==> config.mk <==
export PLATFORM = sky130hd
export DESIGN_NAME = rr_mux_arbiter
export DESIGN_NICKNAME = d
export VERILOG_FILES = /design/src/rtl/rr_mux_arbiter.sv
export SDC_FILE = /design/constraint.sdc
export NUM_CORES = 1
export LEC_CHECK = 0
export ABC_AREA = 1
export BUFFER_PORTS_ARGS = -buffer_cell sky130_fd_sc_hd__buf_2
export CELL_PAD_IN_SITES_DETAIL_PLACEMENT = 0
export CELL_PAD_IN_SITES_GLOBAL_PLACEMENT = 1
export CORE_MARGIN = 3
export CORE_UTILIZATION = 35
export CTS_BUF_LIST = sky130_fd_sc_hd__clkbuf_4 sky130_fd_sc_hd__clkbuf_8 sky130_fd_sc_hd__clkbuf_16
export CTS_CLUSTER_DIAMETER = 50
export DETAILED_ROUTE_END_ITERATION = 16
export PLACE_DENSITY_LB_ADDON = 0.05
export SETUP_SLACK_MARGIN = 0.15
export SYNTH_ARGS = -nofsm -noshare
export SYNTH_HDL_FRONTEND = slang
export SYNTH_HIERARCHICAL = 1
export SYNTH_SLANG_ARGS = --single-unit
export TNS_END_PERCENT = 10
==> constraint.sdc <==
create_clock -name clk -period 2.52 [get_ports clk]
set_input_delay 0.252 -clock clk [delete_from_list [all_inputs] [get_ports clk]]
set_output_delay 0.252 -clock clk [all_outputs]
set_load 0.02 [all_outputs]
==> src/rtl/rr_mux_arbiter.sv <==
// Round-robin arbiter driving a registered 4:1 data mux with a valid/ready output.
// Optional burst hold (re-grant the same requester up to BURST_LEN words) is enabled by ARB_BURST_EN.

module rr_mux_arbiter_chk #(
    parameter int WIDTH     = 4,
    parameter int BURST_LEN = 4
) (
    input logic             clk,
    input logic             rstn,
    input logic [3:0]       gnt,
    input logic [1:0]       sel,
    input logic [WIDTH-1:0] out,
    input logic             out_valid,
    input logic             out_ready
);

    burst_len_legal: assert property (@(posedge clk) disable iff (!rstn)
        (BURST_LEN >= 1) && (BURST_LEN <= 15));

    gnt_onehot0: assert property (@(posedge clk) disable iff (!rstn)
        $onehot0(gnt));

    gnt_tracks_valid: assert property (@(posedge clk) disable iff (!rstn)
        (gnt != 4'b0000) == out_valid);

    gnt_tracks_sel: assert property (@(posedge clk) disable iff (!rstn)
        out_valid |-> (gnt == (4'b0001 << sel)));

    // A stalled word must stay put until the consumer takes it.
    stall_holds_word: assert property (@(posedge clk) disable iff (!rstn)
        (out_valid && !out_ready) |=> (out_valid && $stable(out) && $stable(sel) && $stable(gnt)));

endmodule

module rr_mux_arbiter #(
    parameter int WIDTH     = 4,
    parameter int BURST_LEN = 4
) (
    input  logic             clk,
    input  logic             rstn,
    input  logic [3:0]       req,
    input  logic [WIDTH-1:0] a,
    input  logic [WIDTH-1:0] b,
    input  logic [WIDTH-1:0] c,
    input  logic [WIDTH-1:0] d,
    input  logic             out_ready,
    output logic [3:0]       gnt,
    output logic [1:0]       sel,
    output logic [WIDTH-1:0] out,
    output logic             out_valid
);

    typedef enum logic {
        ST_IDLE  = 1'b0,
        ST_GRANT = 1'b1
    } state_t;

    state_t     state_r;
    logic [1:0] ptr_r;

    logic       xfer_s;
    logic       arb_ev_s;
    logic [1:0] start_s;
    logic [1:0] cand_s;
    logic       win_found_s;
    logic [1:0] win_idx_s;
    logic       hold_s;
    logic       next_any_s;
    logic [1:0] next_idx_s;

    function automatic logic [3:0] idx_to_onehot(input logic [1:0] idx);
        logic [3:0] oh;
        case (idx)
            2'd0:    oh = 4'b0001;
            2'd1:    oh = 4'b0010;
            2'd2:    oh = 4'b0100;
            2'd3:    oh = 4'b1000;
            default: oh = 4'b0000;
        endcase
        return oh;
    endfunction

    function automatic logic [WIDTH-1:0] pick_data(
        input logic [1:0]       idx,
        input logic [WIDTH-1:0] da,
        input logic [WIDTH-1:0] db,
        input logic [WIDTH-1:0] dc,
        input logic [WIDTH-1:0] dd
    );
        logic [WIDTH-1:0] v;
        case (idx)
            2'd0:    v = da;
            2'd1:    v = db;
            2'd2:    v = dc;
            2'd3:    v = dd;
            default: v = '0;
        endcase
        return v;
    endfunction

    // Arbitration event and the search start; a transfer restarts the search just past the departing winner.
    always_comb begin
        xfer_s   = out_valid && out_ready;
        arb_ev_s = (state_r == ST_IDLE) || xfer_s;
        if (xfer_s) begin
            start_s = sel + 2'd1;
        end else begin
            start_s = ptr_r;
        end
    end

    // First requester in rotated priority order.
    always_comb begin
        win_found_s = 1'b0;
        win_idx_s   = start_s;
        cand_s      = start_s;
        for (int i = 0; i < 4; i++) begin
            cand_s = start_s + 2'(i);
            if (!win_found_s && req[cand_s]) begin
                win_found_s = 1'b1;
                win_idx_s   = cand_s;
            end else begin
                win_found_s = win_found_s;
            end
        end
    end

`ifdef ARB_BURST_EN
    localparam logic [3:0] BURST_MAX = 4'(BURST_LEN - 1);

    logic [3:0] burst_cnt_r;

    // Burst hold: the current winner keeps the path while it still requests and has budget left.
    always_comb begin
        if (xfer_s && req[sel] && (burst_cnt_r < BURST_MAX)) begin
            hold_s = 1'b1;
        end else begin
            hold_s = 1'b0;
        end
    end

    // Burst counter: counts re-grants of the same requester, cleared by any other arbitration outcome.
    always_ff @(posedge clk or negedge rstn) begin
        if (!rstn) begin
            burst_cnt_r <= 4'd0;
        end else if (arb_ev_s) begin
            if (hold_s) begin
                burst_cnt_r <= burst_cnt_r + 4'd1;
            end else begin
                burst_cnt_r <= 4'd0;
            end
        end
    end
`else
    // Without burst support every transfer rotates.
    always_comb begin
        hold_s = 1'b0;
    end
`endif

    // Final winner for this arbitration event.
    always_comb begin
        if (hold_s) begin
            next_any_s = 1'b1;
            next_idx_s = sel;
        end else begin
            next_any_s = win_found_s;
            next_idx_s = win_idx_s;
        end
    end

    // Main FSM: loads grant, select and captured data on arbitration; holds everything while stalled.
    always_ff @(posedge clk or negedge rstn) begin
        if (!rstn) begin
            state_r   <= ST_IDLE;
            ptr_r     <= 2'd0;
            gnt       <= 4'b0000;
            sel       <= 2'd0;
            out       <= '0;
            out_valid <= 1'b0;
        end else begin
            if (xfer_s && !hold_s) begin
                ptr_r <= sel + 2'd1;
            end
            if (arb_ev_s) begin
                if (next_any_s) begin
                    state_r   <= ST_GRANT;
                    gnt       <= idx_to_onehot(next_idx_s);
                    sel       <= next_idx_s;
                    out       <= pick_data(next_idx_s, a, b, c, d);
                    out_valid <= 1'b1;
                end else begin
                    state_r   <= ST_IDLE;
                    gnt       <= 4'b0000;
                    out_valid <= 1'b0;
                end
            end
        end
    end

    rr_mux_arbiter_chk #(
        .WIDTH     (WIDTH),
        .BURST_LEN (BURST_LEN)
    ) u_chk (
        .clk       (clk),
        .rstn      (rstn),
        .gnt       (gnt),
        .sel       (sel),
        .out       (out),
        .out_valid (out_valid),
        .out_ready (out_ready)
    );

endmodule

==> flow_metrics.py, run 1 <==
metrics = {
    "yosys": {
        "yosysWarnings": 6,
        "synth_top_area_cell": "dfrtp_1",
        "yosysMostFrequentCell": "nand2_1",
        "synth_top_area_share_pct": 28.73,
        "synthFlopType": "dfrtp_1",
        "netlist_instances": 165,
        "netlist_area_mm2": 0.001132,
        "ys_seq_elements": 13,
        "synth_edf_count": 0,
        "ys_top_cells_by_count": "67 x nand2_1, 18 x inv_1, 13 x dfrtp_1",
        "async_flop_share_pct": 100.0,
        "ys_top_cells_by_area": "dfrtp_1 29%, nand2_1 22%, nand3_2 7.1%",
        "ys_seq_area_share_pct": 28.73,
        "synth.distinct_cells": 22,
        "avgSynthCellArea_um2": 6.863,
        "syn_nets": 188,
    },
    "place": {
        "io_buffers": 33,
        "dp_hpwl_mm": 2.026,
        "dp_slack_ns": 0.2813,
        "dp.cells": 241,
        "gp_congestion": 0.8332,
    },
    "setup_path": {
        "required_ns": 2.68,
        "rrSetupSlack_ns": 0.36,
        "startpoint_type": "flip-flop",
        "crit_path_max_fanout": 11,
        "cp.arrival_ns": 2.32,
        "end_kind": "flip-flop",
        "critPathKind": "flip-flop to flip-flop",
    },
    "clocking": {
        "path_clk_slew_ns": 0.08,
        "cts.sinks": 13,
        "cts_tree": "yes",
        "numCtsBuffers": 3,
        "htreeDepth": 1,
        "cts_buffer_depth": 2,
        "cts_root_buf": "clkbuf_4",
        "clock_latency_ns": 0.27,
    },
    "floorplan": {
        "io_pins": 34,
        "initial_core_util_pct": 36.79,
        "die_area_mm2": 0.003954,
        "die_y_um": 62.88,
        "fp-row-count": 20,
        "core_mm2": 0.003078,
        "die_x_um": 62.88,
    },
    "layout": {
        "nets": 227,
        "final_core_util_pct": 45.81,
        "insertedDiodeCount": 0,
        "final_cells": 247,
        "area_delta_synth_final_pct": 24.53,
        "layout-drive-gt1-share_pct": 39.41,
    },
    "detailed_routing": {
        "wl_mm": 2.483,
        "drt_iter0_markers": 23,
        "drt-pass1-iter-count": 4,
        "routed_via_density": 4.482,
        "drc": 0,
        "ant_nets": 0,
        "wire_per_inst_um": 10.05,
        "detailroute.via_count": 1107,
    },
    "global_route": {
        "grtUsageTotal_pct": 13.60,
        "grt_max_degree": 14,
        "grt_pass1_vias": 1014,
        "grt_pass1_wl_mm": 4.409,
        "grt_overflow_total": 0,
        "antenna_found_initial": 0,
    },
    "sta": {
        "finalCritPeriodShare_pct": 85.66,
        "clock.fmax_mhz": 463.2,
        "drv_slew": 0,
        "slew_headroom_pct": 77.52,
        "hold_viol": 0,
        "setup_tns_ns": 0,
        "tightestPinTransition_ns": 0.3360,
        "fin_ws_ns": 0.3613,
        "setup_viol": 0,
        "fin_skew_ns": 0.005506,
        "rsz0062_at_grt": "true",
        "period_minus_slack_ns": 2.159,
    },
    "min_path": {
        "min_path_type": "primary input to flip-flop",
    },
    "run_status": {
        "status": "completed",
    },
    "job": {
        "cap_violations": 0,
    },
}
## cells in the final DEF (no fill, tap or decap), types with 2 or more instances in the layout
cell type	n
buf_2	33
nand2_4	6
buf_4	2
nand4_1	5
o21ai_2	5
or2_2	3
clkbuf_4	4
nand3_2	7
dfrtp_1	13
nand2_1	65
nand3_1	12
nand2_2	10
o21ai_1	4
inv_2	5
inv_1	18
## cells by family after synthesis
family / after synthesis / synth area share (%)
AND/OR/NAND/NOR: 115 / 53.37
AO/OA/AOI/OAI: 11 / 7.955
flip-flops: 13 / 28.73
buffers and inverters: 26 / 9.944
## critical path, stage by stage, from the launching register on
cell and delay (ns):
dfrtp_1 0.43, nand2_2 0.13, clkinv_1 0.08, nand2_2 0.11
nand2_4 0.09, nand2_4 0.08, nand2_2 0.07, o21ai_2 0.21
nand3_4 0.12, nand2_2 0.10, nand2_4 0.09, or2_2 0.28
nand2_1 0.08, nand2_1 0.06, nand2_1 0.06, nand2_1 0.04
## routing by layer
metal  GRT usage (%)  part of all wire (%)
met5               0                     0
met4           6.612                   1.2
met3           1.079                   2.4
met2           21.87                    47
met1           18.20                    50
## what timing repair did
item                                   CTS  global route
hold buffers                             1             0
gates resized for setup                  0             6
endpoints found under the hold margin   13             0
setup endpoints to repair                0             7
buffers inserted                         0             1
## per-stage QoR
step | hold slack, ns | instance area, µm²
final | 0.3446 | 1410
after global routing | 0.3515 | 1410
after CTS | 0.3286 | 1378
after detailed placement | 0.1568 | 1338
after global placement | 0.1555 | 1338
after floorplan | -0.04359 | 1132
## final cells by class
| type | instances | area, µm² |
|---|---|---|
| clock buffer | 4 | 30.03 |
| fill | 346 | 1668 |
| inverter | 24 | 90.09 |
| multi-input combinational | 126 | 719.4 |
| sequential | 13 | 325.3 |
| tap | 44 | 55.05 |
| timing repair buffer | 36 | 190.2 |
## flip-flops by register name, summed over array words and instances (netlist names)
name	cells
state_r	1
gnt	4
sel	2
out	4
ptr_r	2
## path summary, 6_finish.rpt
kind / from / endpoint / depth (start not counted)
worst max-delay path: state_r / out[0] / 15
worst min-delay path: d[1] / out[1] / 5
worst max register to register: state_r / out[0] / 15
worst min register to register: out[0] / out[0] / 2
max in group asynchronous: rstn / out[3] / 2
min in group asynchronous: rstn / sel[0] / 2
Power of run 1 is not shown: default switching activity piles up to over one toggle a cycle in this logic, so the estimate is an artifact.
==> run 2, diff against run 1 <==
==> constraint.sdc (replaced) <==
create_clock -name clk -period 2.52 [get_ports clk]
set_input_delay 0.504 -clock clk [delete_from_list [all_inputs] [get_ports clk]]
set_output_delay 0.504 -clock clk [all_outputs]
set_load 0.02 [all_outputs]
==> run 2 against run 1 <==
- non-clock buffer count unchanged
- sequential cell count unchanged
- setup slack improved by 0.024 ns
- clock skew decreased by 0.0032 ns
- register-to-register slack improved by 0.02 ns
- core utilization decreased by 0.65 points
- final area decreased by 1.4%
- sequential share of layout area increased by 0.33 points
- die area unchanged
- critical path type unchanged
- largest cell class unchanged
==> flow_metrics.py, run 2 (same netlist as run 1, synthesis figures left out) <==
metrics = {
    "clocking": {
        "cts.sinks": 13,
        "ctsHoldBuffers": 0,
        "htreeDepth": 1,
        "numCtsBuffers": 3,
        "clock_latency_ns": 0.28,
        "path_clk_slew_ns": 0.09,
        "cts_tree": "yes",
        "cts_root_buf": "clkbuf_4",
        "cts_buffer_depth": 2,
    },
    "job": {
        "cap_violations": 0,
    },
    "setup_path": {
        "required_ns": 2.70,
        "worstRegToRegCells": 15,
        "rrSetupSlack_ns": 0.39,
        "cp.arrival_ns": 2.32,
        "crit_path_max_fanout": 10,
        "end_kind": "flip-flop",
        "r2r_end": "out[1]",
        "startpoint_type": "flip-flop",
        "reg2reg_from": "state_r",
        "critPathKind": "flip-flop to flip-flop",
    },
    "sta": {
        "hold_viol": 0,
        "setup_viol": 0,
        "finalCritPeriodShare_pct": 84.72,
        "period_minus_slack_ns": 2.135,
        "rsz0062_at_grt": "false",
        "fin_skew_ns": 0.002283,
        "drv_slew": 0,
        "tightestPinTransition_ns": 0.3372,
        "slew_headroom_pct": 77.44,
        "setup_tns_ns": 0,
        "clock.fmax_mhz": 468.4,
    },
    "place": {
        "gp_congestion": 0.8286,
        "dp_hpwl_mm": 2.069,
        "io_buffers": 33,
    },
    "power_and_ir_drop": {
        "power_frac_clock_pct": 5.7,
        "power.switching_mw": 1.359,
        "p_leak_nw": 0.8018,
        "p_per_area_mw_per_mm2": 1705,
        "intPower_mw": 1.011,
        "combPwrFrac_pct": 78.6,
        "vdd_drop_max_mv": 0.8931,
        "pwr-share-seq_pct": 15.7,
        "swShare_pct": 57.34,
    },
    "floorplan": {
        "die_x_um": 62.88,
        "die_area_mm2": 0.003954,
        "core_mm2": 0.003078,
        "io_pins": 34,
        "die_y_um": 62.88,
        "fp-row-count": 20,
        "initial_core_util_pct": 36.79,
    },
    "layout": {
        "layout-drive-gt1-share_pct": 39.41,
        "final_core_util_pct": 45.16,
        "final.fill_count": 343,
        "insertedDiodeCount": 0,
        "top_regs": "gnt x4, out x4",
        "final_common_cell": "nand2_1",
        "area_delta_synth_final_pct": 22.76,
        "final_cell_mix": "66 x nand2_1, 33 x buf_2, 18 x inv_1",
        "nets": 227,
    },
    "detailed_routing": {
        "drt_iter0_markers": 54,
        "wire_per_inst_um": 10.21,
        "drc": 0,
        "wl_mm": 2.522,
        "routed_via_density": 4.534,
        "drt-pass1-iter-count": 4,
        "detailroute.via_count": 1120,
        "ant_nets": 0,
    },
    "run_status": {
        "status": "completed",
    },
    "global_route": {
        "grt.met3_usage_pct": 1.079,
        "grt_util_met2_pct": 23.32,
        "grt_max_degree": 14,
        "grtUsageTotal_pct": 14.12,
        "grt_use_met1_pct": 18.86,
        "grt_overflow_total": 0,
        "grt_pass1_wl_mm": 4.595,
        "grt_pass1_vias": 1047,
        "busiest_layer": "met2",
        "antenna_found_initial": 0,
    },
    "min_path": {
        "min_path_type": "primary input to async pin",
    },
}
[run 2: final cells by class]
class                   instances  area (µm²)  share of cell area, %
multi-input cells             126       704.4                  50.68
flip-flops and latches         13       325.3                  23.40
repair buffers                 36       187.7                  13.50
inverters                      24       90.09                  6.481
well taps                      44       55.05                  3.960
clock buffers                   3       22.52                  1.620
clock inverters                 1       5.005                 0.3600
[run 2: timing repair]
item	CTS	global route
gates resized for setup	0	3
buffers inserted	0	1
setup endpoints to repair	0	6
[run 2: worst max path at each step]
stage,startpoint,end,slack [ns]
2_1_floorplan,state_r,out[0],0.46
3_3_place_gp,out_ready,out[2],0.14
3_5_place_dp,out_ready,out[3],0.11
4_1_cts,state_r,out[3],0.28
5_1_grt,state_r,out[3],0.15
6_report,state_r,out[1],0.39
[run 2: layer usage]
metal	vias to the layer above	share of wire, %
met1	500	49
met3	5	2.7
met4	0	1.7
li1	593	-
met5	-	0
met2	22	46
[run 2: stage by stage]
step / cell area, µm² / std cells / total power, mW / hold slack (ns) / setup slack (ns)
floorplan: 1132 / 165 / 1.865 / 0.2084 / 0.4638
global placement: 1345 / 242 / 2.205 / 0.4040 / 0.1405
detailed placement: 1345 / 242 / 2.214 / 0.4108 / 0.1115
CTS: 1373 / 246 / 2.355 / 0.1052 / 0.2840
global route: 1390 / 247 / 2.665 / 0.1020 / 0.1526
finish: 1390 / 247 / 2.370 / 0.09232 / 0.3851
[run 2: worst max-delay path, stage by stage (launching register included)]
cell	delay [ns]
dfrtp_1	0.43
nand2_2	0.13
clkinv_1	0.08
nand2_2	0.11
nand2_4	0.09
nand2_4	0.08
nand2_2	0.07
o21ai_2	0.16
nand3_2	0.12
nand2_1	0.12
nand2_4	0.09
or2_2	0.28
nand2_1	0.08
nand2_1	0.07
nand2_1	0.06
nand2_1	0.05
[run 2: power by group through the flow]
stage / combinational [mW] / clock (mW) / sequential, mW
2_1_floorplan: 1.40 / 0 / 0.466
3_3_place_gp: 1.83 / 0 / 0.374
3_5_place_dp: 1.84 / 0 / 0.376
4_1_cts: 1.85 / 0.136 / 0.372
5_1_grt: 2.13 / 0.151 / 0.387
6_report: 1.86 / 0.136 / 0.372
No activity file was read; power rests on OpenSTA's default activity.
